### src/rtl/spi_peripheral_if.sv
// SPI pin group plus core-side tx/rx handshake for the SPI responder.
interface spi_peripheral_if #(parameter int DATA_W = 8);
  logic              SCK;
  logic              CS;
  logic              MOSI;
  logic              MISO;
  logic              miso_oe;
  logic [DATA_W-1:0] tx_data;
  logic              tx_valid;
  logic              tx_ready;
  logic [DATA_W-1:0] rx_data;
  logic              rx_valid;
  logic              underrun;
  logic              frame_err;

  modport slave (
    input  SCK, CS, MOSI, tx_data, tx_valid,
    output MISO, miso_oe, tx_ready, rx_data, rx_valid, underrun, frame_err
  );

  modport master (
    output SCK, CS, MOSI, tx_data, tx_valid,
    input  MISO, miso_oe, tx_ready, rx_data, rx_valid, underrun, frame_err
  );
endinterface

### src/rtl/spi_peripheral.sv
// SPI mode-0 responder: oversampled SCK/CS/MOSI, one-entry tx holding register,
// rx word output with a valid pulse, underrun and framing-error pulses.
module spi_peripheral #(
  parameter int DATA_W      = 8,
  parameter int SYNC_STAGES = 2
) (
  input logic             clk,
  input logic             rst_n,
  spi_peripheral_if.slave bus
);
  localparam int CW = (DATA_W > 2) ? $clog2(DATA_W) : 1;

  typedef enum logic {IDLE, SHIFT} state_t;

  logic [SYNC_STAGES-1:0] sck_sync_q, sck_sync_d;
  logic [SYNC_STAGES-1:0] cs_sync_q, cs_sync_d;
  logic [SYNC_STAGES-1:0] mosi_sync_q, mosi_sync_d;
  logic                   sck_prev_q, cs_prev_q;

  state_t            state_q, state_d;
  logic [DATA_W-1:0] hold_q, hold_d;
  logic              hold_full_q, hold_full_d;
  logic [DATA_W-1:0] tx_shift_q, tx_shift_d;
  logic [DATA_W-1:0] rx_shift_q, rx_shift_d;
  logic [CW-1:0]     cnt_q, cnt_d;
  logic              start_pend_q, start_pend_d;
  logic              rx_pend_q, rx_pend_d;
  logic              miso_q, miso_d;
  logic              oe_q, oe_d;
  logic [DATA_W-1:0] rx_data_q, rx_data_d;
  logic              rx_valid_q, rx_valid_d;
  logic              underrun_q, underrun_d;
  logic              frame_err_q, frame_err_d;

  logic sck_s, cs_s, mosi_s;
  logic sck_rise, sck_fall, cs_rise, cs_fall;
  logic do_start;

  assign sck_s    = sck_sync_q[SYNC_STAGES-1];
  assign cs_s     = cs_sync_q[SYNC_STAGES-1];
  assign mosi_s   = mosi_sync_q[SYNC_STAGES-1];
  assign sck_rise =  sck_s & ~sck_prev_q;
  assign sck_fall = ~sck_s &  sck_prev_q;
  assign cs_rise  =  cs_s  & ~cs_prev_q;
  assign cs_fall  = ~cs_s  &  cs_prev_q;

  always_comb begin
    sck_sync_d   = {sck_sync_q[SYNC_STAGES-2:0], bus.SCK};
    cs_sync_d    = {cs_sync_q[SYNC_STAGES-2:0], bus.CS};
    mosi_sync_d  = {mosi_sync_q[SYNC_STAGES-2:0], bus.MOSI};
    state_d      = state_q;
    hold_d       = hold_q;
    hold_full_d  = hold_full_q;
    tx_shift_d   = tx_shift_q;
    rx_shift_d   = rx_shift_q;
    cnt_d        = cnt_q;
    start_pend_d = start_pend_q;
    rx_pend_d    = 1'b0;
    miso_d       = miso_q;
    oe_d         = oe_q;
    rx_data_d    = rx_data_q;
    rx_valid_d   = rx_pend_q;
    underrun_d   = 1'b0;
    frame_err_d  = 1'b0;
    do_start     = 1'b0;

    if (bus.tx_valid && !hold_full_q) begin
      hold_d      = bus.tx_data;
      hold_full_d = 1'b1;
    end

    case (state_q)
      IDLE: begin
        oe_d         = 1'b0;
        miso_d       = 1'b0;
        cnt_d        = '0;
        start_pend_d = 1'b0;
        if (cs_fall) begin
          state_d  = SHIFT;
          oe_d     = 1'b1;
          do_start = 1'b1;
        end
      end
      SHIFT: begin
        // CS rise outranks any SCK edge seen in the same cycle
        if (cs_rise) begin
          state_d      = IDLE;
          oe_d         = 1'b0;
          miso_d       = 1'b0;
          cnt_d        = '0;
          start_pend_d = 1'b0;
          frame_err_d  = (cnt_q != '0);
        end else if (sck_rise) begin
          rx_shift_d = {rx_shift_q[DATA_W-2:0], mosi_s};
          if (cnt_q == CW'(DATA_W-1)) begin
            cnt_d        = '0;
            rx_data_d    = {rx_shift_q[DATA_W-2:0], mosi_s};
            rx_pend_d    = 1'b1;
            start_pend_d = 1'b1;
          end else begin
            cnt_d = cnt_q + 1'b1;
          end
        end else if (sck_fall) begin
          if (start_pend_q) begin
            start_pend_d = 1'b0;
            do_start     = 1'b1;
          end else begin
            tx_shift_d = {tx_shift_q[DATA_W-2:0], 1'b0};
            miso_d     = tx_shift_q[DATA_W-2];
          end
        end
      end
      default: state_d = IDLE;
    endcase

    // a full register cannot accept a load, so copy and refill never collide
    if (do_start) begin
      if (hold_full_q) begin
        tx_shift_d  = hold_q;
        hold_full_d = 1'b0;
        miso_d      = hold_q[DATA_W-1];
      end else begin
        tx_shift_d = '0;
        underrun_d = 1'b1;
        miso_d     = 1'b0;
      end
    end
  end

  always_ff @(posedge clk or negedge rst_n) begin
    if (!rst_n) begin
      sck_sync_q   <= '0;
      cs_sync_q    <= '1;
      mosi_sync_q  <= '0;
      sck_prev_q   <= 1'b0;
      cs_prev_q    <= 1'b1;
      state_q      <= IDLE;
      hold_q       <= '0;
      hold_full_q  <= 1'b0;
      tx_shift_q   <= '0;
      rx_shift_q   <= '0;
      cnt_q        <= '0;
      start_pend_q <= 1'b0;
      rx_pend_q    <= 1'b0;
      miso_q       <= 1'b0;
      oe_q         <= 1'b0;
      rx_data_q    <= '0;
      rx_valid_q   <= 1'b0;
      underrun_q   <= 1'b0;
      frame_err_q  <= 1'b0;
    end else begin
      sck_sync_q   <= sck_sync_d;
      cs_sync_q    <= cs_sync_d;
      mosi_sync_q  <= mosi_sync_d;
      sck_prev_q   <= sck_s;
      cs_prev_q    <= cs_s;
      state_q      <= state_d;
      hold_q       <= hold_d;
      hold_full_q  <= hold_full_d;
      tx_shift_q   <= tx_shift_d;
      rx_shift_q   <= rx_shift_d;
      cnt_q        <= cnt_d;
      start_pend_q <= start_pend_d;
      rx_pend_q    <= rx_pend_d;
      miso_q       <= miso_d;
      oe_q         <= oe_d;
      rx_data_q    <= rx_data_d;
      rx_valid_q   <= rx_valid_d;
      underrun_q   <= underrun_d;
      frame_err_q  <= frame_err_d;
    end
  end

  assign bus.MISO      = miso_q;
  assign bus.miso_oe   = oe_q;
  assign bus.tx_ready  = ~hold_full_q;
  assign bus.rx_data   = rx_data_q;
  assign bus.rx_valid  = rx_valid_q;
  assign bus.underrun  = underrun_q;
  assign bus.frame_err = frame_err_q;
endmodule

### src/flat_wrapper.sv
// flat-port wrapper written by rule: the top's interface ports become plain ports
module spi_peripheral_flat 
#(
  parameter int DATA_W      = 8,
  parameter int SYNC_STAGES = 2
)
  (clk, rst_n, bus_SCK, bus_CS, bus_MOSI, bus_tx_data, bus_tx_valid, bus_MISO, bus_miso_oe, bus_tx_ready, bus_rx_data, bus_rx_valid, bus_underrun, bus_frame_err);
  spi_peripheral_if #(.DATA_W(DATA_W)) bus_i ();
  input logic clk;
  input logic rst_n;
  input wire logic [$bits(bus_i.SCK)-1:0] bus_SCK;
  input wire logic [$bits(bus_i.CS)-1:0] bus_CS;
  input wire logic [$bits(bus_i.MOSI)-1:0] bus_MOSI;
  input wire logic [$bits(bus_i.tx_data)-1:0] bus_tx_data;
  input wire logic [$bits(bus_i.tx_valid)-1:0] bus_tx_valid;
  output wire logic [$bits(bus_i.MISO)-1:0] bus_MISO;
  output wire logic [$bits(bus_i.miso_oe)-1:0] bus_miso_oe;
  output wire logic [$bits(bus_i.tx_ready)-1:0] bus_tx_ready;
  output wire logic [$bits(bus_i.rx_data)-1:0] bus_rx_data;
  output wire logic [$bits(bus_i.rx_valid)-1:0] bus_rx_valid;
  output wire logic [$bits(bus_i.underrun)-1:0] bus_underrun;
  output wire logic [$bits(bus_i.frame_err)-1:0] bus_frame_err;
  assign bus_i.SCK = bus_SCK;
  assign bus_i.CS = bus_CS;
  assign bus_i.MOSI = bus_MOSI;
  assign bus_i.tx_data = bus_tx_data;
  assign bus_i.tx_valid = bus_tx_valid;
  assign bus_MISO = bus_i.MISO;
  assign bus_miso_oe = bus_i.miso_oe;
  assign bus_tx_ready = bus_i.tx_ready;
  assign bus_rx_data = bus_i.rx_data;
  assign bus_rx_valid = bus_i.rx_valid;
  assign bus_underrun = bus_i.underrun;
  assign bus_frame_err = bus_i.frame_err;
  spi_peripheral #(.DATA_W(DATA_W), .SYNC_STAGES(SYNC_STAGES)) u_core (.clk(clk), .rst_n(rst_n), .bus(bus_i));
endmodule
### config.mk
export PLATFORM = sky130hd
export DESIGN_NAME = spi_peripheral_flat
export DESIGN_NICKNAME = d
export VERILOG_FILES = /design/src/rtl/spi_peripheral_if.sv /design/src/rtl/spi_peripheral.sv /design/src/flat_wrapper.sv
export SDC_FILE = /design/constraint.sdc
export NUM_CORES = 1
export LEC_CHECK = 0
export BUFFER_PORTS_ARGS = -buffer_cell sky130_fd_sc_hd__buf_2
export CORE_MARGIN = 4
export CORE_UTILIZATION = 50
export DETAILED_ROUTE_END_ITERATION = 16
export HOLD_SLACK_MARGIN = 0.15
export PLACE_DENSITY = 0.74
export SYNTH_ARGS = -nofsm -noshare
export SYNTH_HDL_FRONTEND = slang
export SYNTH_SLANG_ARGS = --single-unit
### constraint.sdc
create_clock -name clk -period 1.8 [get_ports clk]
set_input_delay 0.27 -clock clk [delete_from_list [all_inputs] [get_ports clk]]
set_output_delay 0.27 -clock clk [all_outputs]
set_load 0.01 [all_outputs]
==> flow_summary.yaml, run 1 <==
worst_setup_path:
  cp_slowest_cell: "dfstp_2"
  crit_required_ns: 2.03
  worst-setup-path-type: "reg -> reg"
  critPathMaxFanout: 9
  max_stage_delay_ns: 0.62
  reg2regPathDepth: 4
  end_kind: "flip-flop"
  cp.arrival_ns: 1.90
  crit_path_start_kind: "flip-flop"
  worstPathCellList: "nor3b_2 -> a41o_1 -> and3_1 -> o32a_1"
placement:
  port_buffers: 27
  dp_hpwl_mm: 2.40
  gp_congestion: 0.784
  dpl.cell_count: 223
  place_area_um2: 2240
finish:
  drive_gt1_frac: 0.382
  final_nets: 203
  postLayoutCellArea_um2: 2390
  instances_no_fill: 234
  final_cell_mix: "47 x dfrtp_1, 27 x buf_2, 15 x mux2_2"
  n_antenna_cell: 0
  area_growth_pct: 18.4
  final_common_cell: "dfrtp_1"
sta:
  worstMarginPinSlew_ns: 0.540
  rsz0062_at_grt: "false"
  tns_ns: 0
  slew_headroom: 0.640
  finalSetupViolCount: 0
  fmax_ghz: 0.600
  finalClockSkew_ns: 0.00568
  fin_crit_ns: 1.67
  timing_hold_violations_final: 0
  slew_viol_final: 0
  period_share: 0.926
clocking:
  clockRootBuffer: "clkbuf_8"
  clock_latency_ns: 0.29
  clk_pin_slew_ns: 0.08
  cts_max_level: 2
  clockBufferDepth: 2
  post_cts_resize_count: 0
  cts_sinks: 50
  numCtsBuffers: 5
  post-cts-setup-buffers: 0
  cts_tree: "yes"
pwr:
  p_sw_uw: 718
  p_seq_frac: 0.559
  p_per_area_nw_per_um2: 1170
  p_total_uw: 2810
  clkPwrFrac: 0.277
  switching_share: 0.256
  peakVddDrop_uv: 658
  power_frac_comb: 0.164
  cellInternalPower_uw: 2090
  power.leakage_uw: 0.00119
synth:
  netlist_area_um2: 2020
  syn_area_per_cell_um2: 13.6
  ys_types: 31
  ys_warn_count: 0
  synth_seq_area_share: 0.620
  synthesis.nets: 166
  ys_seq_elements: 50
  postSynthCellCount: 149
floorplan:
  dieHeight_um: 71.6
  pin_count: 28
  fp.coreArea_um2: 3770
  start_util: 0.536
  rows: 22
  die-area_um2: 5130
  dieWidth_um: 71.6
route:
  wl_mm: 3.30
  drt_iter0_drc: 56
  vias: 1262
  first_pass_iters: 4
  avgRoutedWirePerCell_um: 14.1
  viasPerCell: 5.39
  ant_nets: 0
  drcViolationCount: 0
global_routing:
  grt_max_degree: 28
  first_global_vias: 1305
  grt_pass1_wl_mm: 5.88
  antenna_found_initial: 0
  groute.usage.overall: 0.145
  grt_overflow: 0
hold_path:
  hold_depth: 2
  hold_class: "in -> reg"
job:
  drv_cap: 0
run_status:
  outcome: "completed"
## final cells by class
class,instances,area [um2]
clock inverter,1,30.0
clock buffer,6,82.6
multi-input combinational,87,719
tap,48,60.1
timing repair buffer,36,225
inverter,6,22.5
fill,277,1380
sequential,50,1250
## registers in the layout, summed over array words and instances (netlist names)
signal and cells:
u_core.tx_shift_q 7, u_core.hold_q 8, u_core.bus.underrun 1, u_core.rx_shift_q 7, u_core.start_pend_q 1, u_core.bus.rx_valid 1
u_core.cs_sync_q 2, u_core.bus.MISO 1, u_core.bus.rx_data 8, u_core.bus.miso_oe 1, u_core.cs_prev_q 1, u_core.rx_pend_q 1
u_core.sck_prev_q 1, u_core.sck_sync_q 2, u_core.hold_full_q 1, u_core.cnt_q 3, u_core.mosi_sync_q 2, u_core.bus.frame_err 1
u_core.state_q 1
## worst max-delay path, delay by kind of cell, from the launching register on
family | cells | cell delay, ns
compound gates | 2 | 0.43
flops | 1 | 0.62
simple gates | 2 | 0.56
## synth_stat cells
master     n  area, um2
a211oi_1   2       15.0
a21o_1     1       7.51
a21oi_1   13       65.1
a311o_1    1       10.0
a311oi_2   1       15.0
a32o_1     1       10.0
a41o_1     1       10.0
a41oi_2    1       16.3
and3_1     1       6.26
buf_2      3       15.0
clkbuf_1   3       11.3
dfrtp_1   47       1180
dfstp_2    3       78.8
ha_1       3       37.5
inv_1      6       22.5
mux2_2    15        169
mux2_4     8        120
mux2i_1    3       30.0
nand2_1    3       11.3
nand2_4    1       11.3
nand2b_1   2       12.5
nand3_1    7       35.0
nor2_1    11       41.3
nor2b_1    3       18.8
nor2b_2    1       8.76
nor3_1     2       10.0
nor3_4     1       16.3
nor3b_2    1       12.5
nor4bb_1   1       10.0
o21ai_0    2       10.0
o32a_1     1       10.0
## kinds of logic after synthesis
group / after synthesis / synth area share
mux: 26 / 0.158
compound gates: 24 / 0.0835
flops: 50 / 0.620
simple gates: 34 / 0.0959
buf+inv: 12 / 0.0241
fa+ha+maj: 3 / 0.0186
## stage by stage
step	hold WS [ns]	worst slack (ns)	util
5_1_grt	0.186	0.0386	0.635
3_3_place_gp	0.274	0.241	0.595
2_1_floorplan	-0.0256	0.122	-
6_report	0.197	0.134	0.635
4_1_cts	0.192	0.143	0.635
3_5_place_dp	0.290	0.145	0.595
## timing repair
| action | CTS | global route |
|---|---|---|
| hold buffers | 4 | 0 |
| setup endpoints to repair | 0 | 0 |
| hold endpoints to repair | 26 | 0 |
## path summary, 6_finish.rpt
kind | slack [ns] | start | to
worst max-delay path | 0.13 | u_core.cs_prev_q$_DFF_PN1_ | u_core.bus.MISO$_DFFE_PN0P_
max in group asynchronous | 0.71 | rst_n | u_core.cs_sync_q[1]$_DFF_PN1_
worst min register to register | 0.35 | u_core.rx_pend_q$_DFF_PN0_ | u_core.bus.rx_valid$_DFF_PN0_
worst min-delay path | 0.20 | bus_tx_data[0] | u_core.hold_q[0]$_DFFE_PN0P_
worst max register to register | 0.13 | u_core.cs_prev_q$_DFF_PN1_ | u_core.bus.MISO$_DFFE_PN0P_
min in group asynchronous | 0.48 | rst_n | u_core.mosi_sync_q[0]$_DFF_PN0_
## routing by layer
| layer | share of wire | global-route usage | vias to the layer above | wire [um] |
|---|---|---|---|---|
| met5 | 0 | 0 | - | 0 |
| met3 | 0.052 | 0.0365 | 10 | 172 |
| met1 | 0.44 | 0.184 | 621 | 1440 |
| met2 | 0.50 | 0.242 | 39 | 1640 |
| li1 | - | - | 592 | - |
| met4 | 0.015 | 0.0501 | 0 | 51 |
## power groups by stage
stage / clock (uW) / sequential [uW] / combinational, uW
detailed placement: 0 / 1600 / 462
floorplan: 0 / 1510 / 371
CTS: 795 / 1570 / 471
global placement: 0 / 1580 / 439
global route: 852 / 1610 / 517
finish: 778 / 1570 / 460
No activity file was read; power rests on OpenSTA's default activity.
==> inputs of run 2 (changes only) <==
--- a/config.mk
+++ b/config.mk
@@ -10,6 +10,7 @@
 export CORE_UTILIZATION = 50
 export DETAILED_ROUTE_END_ITERATION = 16
 export HOLD_SLACK_MARGIN = 0.15
+export MAX_ROUTING_LAYER = met4
 export PLACE_DENSITY = 0.74
 export SYNTH_ARGS = -nofsm -noshare
 export SYNTH_HDL_FRONTEND = slang
==> run 2 against run 1 <==
Final cell count is the same. Clock-buffer cell count unchanged. Routed wire length rose by 0.42%. Clock power is essentially flat. Sequential power barely moved. First-iteration DRC count grew 18%. Register-to-register slack about the same. Maximum frequency is 0.57% lower.
==> flow_summary.yaml, run 2 (synthesis gave the netlist of run 1 again) <==
run_status:
  outcome: "completed"
sta:
  fmax_ghz: 0.597
  rsz0062_at_grt: "false"
  slew_headroom: 0.640
  whs_ns: 0.196
  tns_ns: 0
  finalSetupViolCount: 0
  slew_viol_final: 0
  finalClockSkew_ns: 0.00514
  period_share: 0.931
  fin_crit_ns: 1.68
  worstMarginPinSlew_ns: 0.540
  timing_hold_violations_final: 0
global_routing:
  grt.met1_usage: 0.184
  groute.usage.overall: 0.149
  grt_max_degree: 28
  antenna_found_initial: 0
  grt_overflow: 0
  use_met2: 0.242
  grt_busiest_layer: "met2"
  grt_pass1_wl_mm: 5.87
  grt_use_met3: 0.0351
  first_global_vias: 1306
worst_setup_path:
  critical_path.startpoint: "u_core.cs_prev_q$_DFF_PN1_"
  cp-endpoint: "u_core.bus.MISO$_DFFE_PN0P_"
  crit_path_start_kind: "flip-flop"
  worstPathCellList: "nor3b_2 -> a41o_1 -> and3_1 -> o32a_1"
  path_depth: 4
  reg2regPathDepth: 4
  regToRegEndpoint: "u_core.bus.MISO$_DFFE_PN0P_"
  rr_startpoint: "u_core.cs_prev_q$_DFF_PN1_"
  cp_slowest_cell: "dfstp_2"
  path_buf_inv: 0
  rrSetupSlack_ns: 0.12
  max_stage_delay_ns: 0.62
  critPathMaxFanout: 9
  crit_required_ns: 2.04
  worst-setup-path-type: "reg -> reg"
  cp.arrival_ns: 1.91
  critPathTopFamily: "flip-flops"
  end_kind: "flip-flop"
clocking:
  clockRootBuffer: "clkbuf_8"
  cts_max_level: 2
  hold_buffers: 4
  cts_sinks: 50
  post-cts-setup-buffers: 0
  clk_pin_slew_ns: 0.08
  post_cts_resize_count: 0
  clockBufferDepth: 2
  clock_latency_ns: 0.29
  numCtsBuffers: 5
  cts_tree: "yes"
floorplan:
  pin_count: 28
  die-area_um2: 5130
  fp.coreArea_um2: 3770
  dieHeight_um: 71.6
  rows: 22
  start_util: 0.536
  dieWidth_um: 71.6
route:
  viasPerCell: 5.41
  drt_iter0_drc: 66
  vias: 1266
  drcViolationCount: 0
  first_pass_iters: 4
  avgRoutedWirePerCell_um: 14.2
  ant_nets: 0
  wl_mm: 3.31
placement:
  dpl.cell_count: 223
  gp_congestion: 0.795
  dp_hpwl_mm: 2.40
  port_buffers: 27
finish:
  n_antenna_cell: 0
  instances_no_fill: 234
  utilization: 0.635
  final_common_cell: "dfrtp_1"
  nFillCells: 277
  final_cell_mix: "47 x dfrtp_1, 27 x buf_2, 15 x mux2_2"
  area_growth_pct: 18.4
  drive_gt1_frac: 0.382
  final_nets: 203
pwr:
  power.leakage_uw: 0.00119
  peakVddDrop_uv: 657
  p_per_area_nw_per_um2: 1180
hold_path:
  hold_class: "in -> reg"
job:
  drv_cap: 0
## run 2: cell counts in the layout (fill, tap and decap cells not counted)
Identical to the previous run, type by type.
## run 2: routing by layer
| layer | share of wire | routed length [um] | vias up |
|---|---|---|---|
| met1 | 0.45 | 1480 | 634 |
| met5 | 0 | 0 | - |
| li1 | - | - | 595 |
| met3 | 0.045 | 148 | 7 |
| met2 | 0.49 | 1640 | 30 |
| met4 | 0.015 | 51 | 0 |
## run 2: per-stage QoR
| step | instance area [um2] | total power (uW) | setup WS (ns) |
|---|---|---|---|
| finish | 2390 | 2810 | 0.124 |
| global placement | 2240 | 2020 | 0.241 |
| global route | 2390 | 2980 | 0.0386 |
| detailed placement | 2240 | 2060 | 0.145 |
| floorplan | 2020 | 1880 | 0.122 |
| CTS | 2390 | 2840 | 0.143 |
## run 2: how the worst min path moves through the flow
| stage | startpoint | endpoint | slack, ns | cells past startpoint |
|---|---|---|---|---|
| detailed placement | rst_n | u_core.mosi_sync_q[0]$_DFF_PN0_ | 0.29 | 1 |
| CTS | bus_tx_data[0] | u_core.hold_q[0]$_DFFE_PN0P_ | 0.19 | 2 |
| finish | bus_tx_data[0] | u_core.hold_q[0]$_DFFE_PN0P_ | 0.20 | 2 |
| floorplan | rst_n | u_core.bus.MISO$_DFFE_PN0P_ | -0.03 | 0 |
| global route | bus_tx_data[6] | u_core.hold_q[6]$_DFFE_PN0P_ | 0.19 | 2 |
| global placement | rst_n | u_core.bus.rx_data[1]$_DFFE_PN0P_ | 0.27 | 1 |
## run 2: cell type report
class | instances | area, um2 | share of cell area
multi-input combinational | 87 | 719 | 0.300
inverter | 6 | 22.5 | 0.00940
clock inverter | 1 | 30.0 | 0.0125
sequential | 50 | 1250 | 0.524
clock buffer | 6 | 82.6 | 0.0345
tap | 48 | 60.1 | 0.0251
timing repair buffer | 36 | 225 | 0.0940
## run 2: report_power, final
group / leakage, uW / internal (uW) / switching (uW)
combinational: 0.000516 / 269 / 192
clock: 0.0000573 / 444 / 335
sequential: 0.000621 / 1380 / 196
